[src/rtl/zbt_image_writer.sv]
// Packs a stream of pixel bytes into 36-bit ZBT write words, four bytes per word.
// Optional even parity per byte lane in [35:32] when ZBT_WRITER_PARITY_EN is defined.
module zbt_image_writer #(
    parameter int BYTE_ORDER = 0
) (
    input  logic        clk,
    input  logic        reset,
    input  logic [7:0]  image_data,
    input  logic        new_input,
    output logic        new_output,
    output logic [35:0] image_data_zbt
);

    logic [1:0]  r_count;
    logic [31:0] r_assembly;
    logic [35:0] r_zbt;
    logic        r_new_output;

    logic [1:0]  w_lane;
    logic [31:0] w_merged;
    logic [3:0]  w_pad;

`ifdef ZBT_WRITER_PARITY_EN
    function automatic logic [3:0] lane_parity(input logic [31:0] word);
        return {^word[31:24], ^word[23:16], ^word[15:8], ^word[7:0]};
    endfunction

    assign w_pad = lane_parity(w_merged);
`else
    assign w_pad = 4'b0000;
`endif

    // Lane select: order 0 fills from the top byte down, order 1 from the bottom up.
    always_comb begin
        w_lane = r_count;
        if (BYTE_ORDER == 0) begin
            w_lane = 2'd3 - r_count;
        end else begin
            w_lane = r_count;
        end
    end

    // Assembly register with the current byte dropped into its lane; on the fourth
    // byte this is the complete word, so it is captured straight into the output.
    always_comb begin
        w_merged = r_assembly;
        w_merged[{w_lane, 3'b000} +: 8] = image_data;
    end

    // Byte counter, assembly register and registered output word/pulse.
    always_ff @(posedge clk or posedge reset) begin
        if (reset) begin
            r_count      <= 2'd0;
            r_assembly   <= 32'd0;
            r_zbt        <= 36'd0;
            r_new_output <= 1'b0;
        end else if (new_input) begin
            r_assembly <= w_merged;
            r_count    <= r_count + 2'd1;
            if (r_count == 2'd3) begin
                r_zbt        <= {w_pad, w_merged};
                r_new_output <= 1'b1;
            end else begin
                r_new_output <= 1'b0;
            end
        end else begin
            r_new_output <= 1'b0;
        end
    end

    assign new_output     = r_new_output;
    assign image_data_zbt = r_zbt;

endmodule

[config.mk]
export PLATFORM = sky130hd
export DESIGN_NAME = zbt_image_writer
export DESIGN_NICKNAME = d
export VERILOG_FILES = /design/src/rtl/zbt_image_writer.sv
export SDC_FILE = /design/constraint.sdc
export NUM_CORES = 1
export LEC_CHECK = 0
export CELL_PAD_IN_SITES_DETAIL_PLACEMENT = 1
export CELL_PAD_IN_SITES_GLOBAL_PLACEMENT = 2
export CORE_AREA = 2 2 100 102
export CTS_CLUSTER_DIAMETER = 50
export DETAILED_ROUTE_END_ITERATION = 10
export DIE_AREA = 0 0 102 104
export GPL_TIMING_DRIVEN = 0
export PLACE_DENSITY_LB_ADDON = 0.2
export SLEW_MARGIN = 20
export SYNTH_ARGS = -nofsm -noshare
export SYNTH_HDL_FRONTEND = slang
export SYNTH_SLANG_ARGS = --single-unit
export TNS_END_PERCENT = 5
[constraint.sdc]
create_clock -name clk -period 2.44 [get_ports clk]
set_input_delay 0.366 -clock clk [delete_from_list [all_inputs] [get_ports clk]]
set_output_delay 0.366 -clock clk [all_outputs]
set_load 0.05 [all_outputs]
==> results of run 1 <==
stage by stage:
| step | util (%) | area, um^2 | power, mW | setup TNS, ns | hold slack (ns) |
|---|---|---|---|---|---|
| global placement | 35.77 | 3416 | 4.454 | -64.07 | 0.4498 |
| detailed placement | 36.08 | 3446 | 4.505 | -3.230 | 0.4586 |
| CTS | 37.98 | 3627 | 5.381 | 0 | 0.2881 |
| finish | 38.01 | 3630 | 5.313 | 0 | 0.2897 |
| global route | 38.01 | 3630 | 5.657 | 0 | 0.3053 |
| floorplan | - | 2819 | 3.630 | 0 | 0.4659 |
worst max-delay path by stage:
stage	cells after the start	slack [ns]	to
global route	8	0.04	image_data_zbt[0]
floorplan	9	0.19	r_assembly[16]
global placement	2	-0.92	image_data_zbt[20]
finish	9	0.18	r_assembly[16]
CTS	9	0.06	r_assembly[16]
detailed placement	9	-0.24	r_assembly[22]
worst max-delay path: cells and delay by family, from the launching register on:
family / cells / cell delay (ns)
buf+inv: 5 / 0.83
compound gates: 1 / 0.19
fa+ha+maj: 1 / 0.28
simple gates: 2 / 0.40
flops: 1 / 0.46
layout make-up:
class | count | area share [%]
repair buffers | 44 | 12.62
well taps | 133 | 4.585
inverters | 6 | 0.6894
plain buffers | 18 | 2.654
clock buffers | 13 | 4.654
clock inverters | 2 | 0.2758
multi-input cells | 163 | 28.30
flip-flops and latches | 67 | 46.23
report_power, final:
group	switching [mW]	total (mW)	internal, mW
sequential	0.270	1.85	1.58
clock	0.409	0.853	0.444
combinational	1.70	2.61	0.917
total	2.38	5.31	2.94
Yosys cell counts, types with 2 or more instances:
master | instances | area (um^2)
dfrtp_1 | 67 | 1677
nand3_1 | 8 | 40.04
and3_1 | 2 | 12.51
nand2_1 | 37 | 138.9
a32o_1 | 3 | 30.03
ha_1 | 5 | 62.56
nand3b_1 | 16 | 120.1
a21oi_1 | 15 | 75.07
a22o_1 | 29 | 254.0
nor2_1 | 25 | 93.84
inv_1 | 6 | 22.52
a221oi_1 | 8 | 70.07
buf_4 | 5 | 37.54
clkbuf_1 | 8 | 30.03
buf_2 | 5 | 25.02
logic make-up (layout without fill, tap and decap cells):
family / after synthesis / count (layout) / share of synthesized area [%]
fa+ha+maj: 5 / 5 / 2.228
other cells: 1 / 4 / 0.1336
simple gates: 96 / 96 / 17.74
flops: 67 / 67 / 59.71
buf+inv: 24 / 83 / 4.100
xor+xnor: 1 / 1 / 0.3120
compound gates: 57 / 57 / 15.78
repair_timing:
item	CTS	global route
gates resized for setup	2	3
hold buffers	0	0
cloned	0	0
pin swaps	0	0
endpoints found under the hold margin	0	0
setup endpoints to repair	17	15
flip-flops by register name (all words and copies together), names as in the netlist:
name            flops
image_data_zbt     32
r_count             2
new_output          1
r_assembly         32
metal layers:
layer | wire length [um] | part of all wire, % | vias to the layer above
met5 | 0 | 0 | -
met4 | 115 | 1.6 | 0
met3 | 225 | 3.1 | 13
met2 | 3403 | 47 | 45
met1 | 3525 | 48 | 1089
li1 | - | - | 999
==> results by group, run 1 <==
Floorplanning
  • Die Wd: 102 um
  • DIE HEIGHT: 104 um
  • IO Pins: 48
  • Initial core utilization: 29.40%
  • Core area: 9549 um^2
  • Row cnt: 36
  • DIE AREA: 10610 um^2

GRT
  • Global-route wire length before repair: 12140 um
  • Grt met2 use: 22.70%
  • Largest net degree at the start of global routing: 56
  • Global route hottest layer: met2
  • Vias in the first global route: 2302
  • Initial antenna violation count: 0
  • GRT Total Usage: 15.01%
  • Met1 usage: 20.89%
  • Remaining Overflow, GRT: 0
  • Grt met3 use: 3.898%

Timing
  • Fin. Hold Viols: 0
  • Max Slew Vio Count: 0
  • Final setup violation count: 0
  • Slew margin rel.: 65.29%
  • Max Clock Freq: 442.5 MHz
  • RSZ-0062 raised after global routing: no
  • Final critical-path required period: 2.260 ns
  • Worst slew pin tran: 0.5187 ns
  • Clock skew: 0.005336 ns
  • Period utilisation layout: 92.62%
  • Worst setup margin: 0.1800 ns

Finish
  • Antenna cell count: 0
  • Synth-to-Final Area Change: 29.28%
  • Layout filler cell count: 1067
  • Final Non-Filler Cells: 446
  • Most frequent cells in the layout: 66 x dfrtp_1, 43 x clkdlybuf4s50_1, 37 x nand2_1
  • Share of cells above drive strength 1: 9.904%
  • Commonest non-fill, non-tap cell in the layout: dfrtp_1
  • Nets: 325
  • Area occupied by multi-input gates: 1027 um^2
  • Register area: 1678 um^2

Worst setup path
  • Slowest-stage cell, CP: dfrtp_2
  • Worst EP arrival: 2.49 ns
  • Max stage delay on crit path: 0.46 ns
  • Crit start category: register
  • Worst setup startpoint: r_count[0]
  • CP Max Fanout: 11
  • Critical Path RT: 2.67 ns
  • Crit path kind: reg -> reg
  • Worst setup EP type: register
  • Cell Chain, Critical Path: buf_4 -> inv_1 -> ha_1 -> buf_2 -> and4bb_1 -> buf_4 -> and3_1 -> buf_2 -> a22o_1
  • FF-to-FF setup slack: 0.18 ns
  • Reg2Reg Depth: 9
  • Reg-to-Reg Start: r_count[0]
  • R2r endpoint: r_assembly[16]

Route
  • Total length of routed wires: 7269 um
  • Wire per inst: 16.30 um
  • DR vias: 2146
  • DRC: 0
  • Antenna-violating nets left: 0
  • Pre-antenna DRT Iters: 4
  • DR vias/cell: 4.812
  • Initial drt markers: 47

Clock network
  • CTS Root Cell: clkbuf_8
  • Setup bufs post-CTS: 0
  • Clock latency on the worst-skew pair: 0.34 ns
  • H-tree depth: 3
  • CTS tree: done
  • Clk buf depth: 2
  • Total clock sinks: 67
  • Num CTS Buffers: 9
  • Clk pin slew, worst setup/hold paths: 0.07 ns

Power and ir drop
  • VDD IR max: 0.5747 mV
  • Static leakage: 1.702 nW
  • Power per Cell Area: 1464 nW/um^2

Synthesis
  • FF+latch count, synth: 67
  • Post-synthesis sequential area ratio: 59.71%
  • Ys Warns: 0
  • Synth cell types: 27
  • Cells after Synth: 251
  • Netlist Area Pre-Place: 2808 um^2
  • Most used DFF post-synth: dfrtp_1
  • Post-synthesis async set-or-reset flop share: 100.0%
  • Mean Syn Cell Area: 11.19 um^2
  • Number of enable flip-flop cells after synthesis: 0

Place
  • RePlAce Congestion: 0.7360
  • Dpl cells: 431
  • Pre-CTS setup slack: -0.2377 ns
  • PortBufs: 43
  • DP HPWL: 4852 um

Run status
  • Status: completed

Job
  • Max-Cap Viols: 0

Min path
  • Min-Delay Path Class: in -> async
Power figures use the tool's default switching activity.
==> run 2: changes to the inputs <==
--- a/config.mk
+++ b/config.mk
@@ -12,7 +12,7 @@
 export DETAILED_ROUTE_END_ITERATION = 10
 export DIE_AREA = 0 0 102 104
 export GPL_TIMING_DRIVEN = 0
-export PLACE_DENSITY_LB_ADDON = 0.2
+export PLACE_DENSITY = 0.8
 export SLEW_MARGIN = 20
 export SYNTH_ARGS = -nofsm -noshare
 export SYNTH_HDL_FRONTEND = slang
==> run 2 against run 1 <==
Die area is the same. Critical endpoint is now r_assembly[20]. Power is 1.4% higher. First-iteration DRC count increased by 62%. Maximum frequency decreased by 0.80%. Clock power up 7.6%. Largest power group unchanged. Sequential power hardly changed. Global-route usage decreased by 0.30 points. Via count decreased by 1.2%. Cell area is 0.21% higher. Non-clock buffer count did not move.
==> results by group, run 2 (synthesis gave the netlist of run 1 again) <==
Run status
  • Status: completed

Worst setup path
  • CP bufs+invs: 5
  • Crit start category: register
  • Cell Chain, Critical Path: buf_4 -> inv_1 -> ha_1 -> buf_2 -> and4bb_1 -> buf_4 -> and3_1 -> buf_2 -> a22o_1
  • Worst setup EP type: register
  • Slowest-stage cell, CP: dfrtp_2
  • Worst EP arrival: 2.51 ns
  • Cell family with most CP delay: buffers and inverters
  • CP Max Fanout: 11
  • Max stage delay on crit path: 0.47 ns
  • Critical Path RT: 2.67 ns
  • Crit path kind: reg -> reg

Power and ir drop
  • VDD IR max: 0.6159 mV
  • Power, Total: 5.387 mW
  • Static leakage: 1.702 nW
  • Power per Cell Area: 1481 nW/um^2

Place
  • Pre-CTS setup slack: -0.2328 ns
  • PortBufs: 43
  • RePlAce Congestion: 0.8058
  • DP Area: 3438 um^2
  • DP HPWL: 4877 um

Route
  • Antenna-violating nets left: 0
  • Total length of routed wires: 7238 um
  • DR vias/cell: 4.745
  • Wire per inst: 16.19 um
  • DRC: 0
  • DR vias: 2121
  • Pre-antenna DRT Iters: 4
  • Initial drt markers: 76

Clock network
  • Clk buf depth: 2
  • Clk pin slew, worst setup/hold paths: 0.07 ns
  • H-tree depth: 3
  • Setup bufs post-CTS: 0
  • CTS Root Cell: clkbuf_8
  • Num CTS Buffers: 9
  • Clock latency on the worst-skew pair: 0.34 ns
  • Total clock sinks: 67
  • CTS Hold Bufs: 0
  • CTS tree: done

Timing
  • Max Clock Freq: 439.0 MHz
  • Worst setup margin: 0.1619 ns
  • Worst slew pin tran: 0.6121 ns
  • Clock skew: 0.006575 ns
  • Fin. Hold Viols: 0
  • Max Slew Vio Count: 0
  • Final setup violation count: 0
  • Period utilisation layout: 93.37%
  • RSZ-0062 raised after global routing: no
  • Slew margin rel.: 59.04%
  • Final critical-path required period: 2.278 ns

Finish
  • Fin util: 38.09%
  • Commonest non-fill, non-tap cell in the layout: dfrtp_1
  • Most frequent cells in the layout: 66 x dfrtp_1, 43 x clkdlybuf4s50_1, 37 x nand2_1
  • Share of cells above drive strength 1: 10.19%
  • Antenna cell count: 0
  • Final instance area: 3637 um^2
  • Synth-to-Final Area Change: 29.55%
  • Nets: 325

GRT
  • GRT Total Usage: 14.71%
  • Largest net degree at the start of global routing: 37
  • Global-route wire length before repair: 11900 um
  • Vias in the first global route: 2268
  • Initial antenna violation count: 0
  • Remaining Overflow, GRT: 0

Floorplanning
  • Initial core utilization: 29.40%
  • DIE HEIGHT: 104 um
  • Die Wd: 102 um
  • Core area: 9549 um^2
  • IO Pins: 48
  • DIE AREA: 10610 um^2
  • Row cnt: 36

Job
  • Max-Cap Viols: 0

Min path
  • Min-Delay Path Class: in -> async
-- run 2: cell type report --
type	instances	area, um^2
Buffer	18	96.34
Clock inverter	5	52.55
Sequential cell	67	1678
Timing Repair Buffer	44	450.4
Fill cell	1085	5912
Clock buffer	11	141.4
Inverter	6	25.02
Tap cell	133	166.4
Multi-Input combinational cell	163	1027
-- run 2: power breakdown --
part,internal (mW),switching (mW)
clock network,0.495,0.423
logic,0.915,1.71
registers,1.58,0.273
total,2.99,2.40
-- run 2: final timing paths --
check | to | cells past startpoint | start | slack, ns
max in group asynchronous | r_count[0] | 3 | reset | 1.50
max | r_assembly[20] | 9 | r_count[0] | 0.16
min reg2reg | image_data_zbt[13] | 2 | image_data_zbt[13] | 0.47
min in group clk | image_data_zbt[13] | 2 | image_data_zbt[13] | 0.47
min | image_data_zbt[9] | 2 | reset | 0.39
max reg2reg | r_assembly[20] | 9 | r_count[0] | 0.16
-- run 2: routing by layer --
layer | share of wire [%] | GRT usage, % | vias up
li1 | - | - | 1005
met1 | 47 | 19.72 | 1064
met2 | 49 | 23.12 | 45
met3 | 3.4 | 4.503 | 7
met4 | 0.91 | 3.714 | 0
met5 | 0 | 0 | -
-- run 2: what timing repair did --
item | 4_1_cts | 5_1_grt
endpoints found under the setup margin | 17 | 15
resized for setup | 2 | 3
endpoints found under the hold margin | 0 | 0
-- run 2: stage by stage --
| step | std cells | hold slack (ns) | setup TNS [ns] |
|---|---|---|---|
| final | 447 | 0.3919 | 0 |
| after global routing | 447 | 0.4108 | 0 |
| after CTS | 447 | 0.3958 | 0 |
| after detailed placement | 431 | 0.4601 | -3.139 |
| after global placement | 430 | 0.4534 | -54.89 |
| after floorplan | 254 | 0.4659 | 0 |
==> patch: new RTL, config.mk and constraints of run 2 <==
Put one more register stage on the output `image_data_zbt`, with the module's reset. The value now appears one clock later. The other outputs are not delayed to match.
--- a/src/rtl/zbt_image_writer.sv
+++ b/src/rtl/zbt_image_writer.sv
@@ -69,7 +69,13 @@
     end
 
     assign new_output     = r_new_output;
-    assign image_data_zbt = r_zbt;
+    always_ff @(posedge clk or posedge reset) begin
+        if (reset) begin
+            image_data_zbt <= '0;
+        end else begin
+            image_data_zbt <= r_zbt;
+        end
+    end
 
 endmodule
 
Formal check against the unedited RTL: not equivalent (a bounded check fails within 10 cycles, from zero or initial values and one cycle with reset high).
==> patch against run 2 <==
- sequential share of layout area rose by 9.3 points
- via count rose by 12%
- clock skew rose by 0.0075 ns
- core utilization rose by 8.7 points
- total power rose by 18%
- wire length rose by 7.6%
- global-route usage rose by 1.2 points
- maximum frequency fell by 0.98%
- area after synthesis rose by 29%
- worst setup slack got worse by 0.023 ns
- sequential cell count rose by 32
- hold slack got worse by 0.11 ns
- design area rose by 23%
==> patch: results (changes against run 2) <==
Status
  • Status: finished, final reports clean

STA
  • Setup Skew: 0.0141 ns (+0.00751 ns)
  • Final Slew Violations: 0 (unchanged)
  • Worst-Margin Slew: 0.559 ns (-0.0533 ns)
  • Worst hold slack: 0.286 ns (-0.106 ns)
  • Post-route minimum period: 2.30 ns (+0.0225 ns)

Logic synthesis
  • Distinct cells, synth: 27 (unchanged)
  • Commonest cells in the netlist: 99 x dfrtp_1, 37 x nand2_1, 29 x a22o_1, 25 x nor2_1, 16 x nand3b_1
  • Sequential share of the synthesized area: 0.687 (+0.0894)
  • Syn Inst Count: 283 (+13%)
  • Top area cells in the synthesized netlist: dfrtp_1 69%, a22o_1 7.0%, nand2_1 3.8%
  • Async S/R FF share, synth: 1.00 (unchanged)

Clock tree
  • Root buf cell: clkbuf_8
  • Clk buf depth: 2 (unchanged)
  • H-tree Lvls: 3 (unchanged)
  • Post-CTS sizing: 2 (unchanged)
  • Clock-pin slew on the worst setup and hold paths: 0.09 ns (+0.02 ns)
  • CTS buffer count: 9 (unchanged)

Worst setup path
  • R2R Path Start: r_count[0]
  • Crit path launch type: flop
  • Slowest cell on crit path: dfrtp_2
  • CP peak stage delay: 0.48 ns
  • R2R depth: 9 (unchanged)
  • Worst EP arrival: 2.54 ns (+0.03 ns)
  • Reg2reg setup slack: 0.14 ns (-0.02 ns)
  • RR Endpoint: r_assembly[19]
  • Worst Setup EP: r_assembly[19]

Placement
  • RD Place Congestion: 0.745 (-7.6%)
  • Instance area at placement: 4280 um^2 (+24%)
  • Setup WS pre-CTS: -0.222 ns (+0.0106 ns)
  • Post-DP HPWL: 5.21 mm (+6.8%)
  • IO Port Bufs: 43 (unchanged)
  • Placed Cells: 465 (+7.9%)

GRT
  • Tot GR Track Use: 0.160 (+0.0125)
  • Vias in the first global route: 2,466 (+8.7%)
  • Global-route wire length before repair: 12.9 mm (+8.0%)
  • Largest net degree at the start of global routing: 35 (-5.4%)

Power and ir drop
  • Clock Power Share: 0.159 (-0.011)
  • Switching power: 2.59 mW (+7.8%)
  • Design Power: 6.33 mW (+18%)
  • Seq pwr: 2.69 mW (+45%)
  • Worst vdd rail ir drop: 0.459 mV (-26%)
  • Leakage: 2.11 nW (+24%)

Finish
  • Nets@finish: 358 (+10%)
  • Largest regs: image_data_zbt (32), r_assembly (32), r_zbt (32)
  • Share of cells above drive strength 1: 0.0954 (-0.00654)
  • ANT cells: 0 (unchanged)

Drt
  • DRT antenna net count: 0 (unchanged)
  • Final wirelength: 7.79 mm (+7.6%)
  • Drt initial violations: 69 (-9.2%)
  • Vias: 2,381 (+12%)
  • Vias per std cell: 4.97 (+4.8%)

Min path
  • Min-Delay Path Class: in2async
-- patch: cell types whose count changed after synthesis --
cell	run 2	this run
dfrtp_1	67	99
-- patch: logic make-up (layout without fill, tap and decap cells) --
family,Yosys count,in the layout,synth area share
flops,99,99,0.687
simple gates,96,96,0.138
compound gates,57,57,0.123
buf+inv,24,84,0.0319
fa+ha+maj,5,5,0.0173
other cells,1,4,0.00104
xor+xnor,1,1,0.00243
-- patch: layout make-up --
| type | instances | area [um^2] |
|---|---|---|
| repair buffers | 46 | 490 |
| flip-flops and latches | 99 | 2480 |
| clock inverters | 4 | 52.6 |
| plain buffers | 17 | 92.6 |
| multi-input cells | 163 | 1030 |
| clock buffers | 11 | 131 |
| inverters | 6 | 26.3 |
| fillers | 1027 | 5080 |
| well taps | 133 | 166 |
-- patch: layer usage --
layer	part of all wire	routed length, um	up-vias	GRT usage
met4	0.010	80	0	0.0438
met3	0.052	402	6	0.0403
met5	0	0	-	0
li1	-	-	1104	-
met1	0.45	3540	1214	0.219
met2	0.48	3770	57	0.251
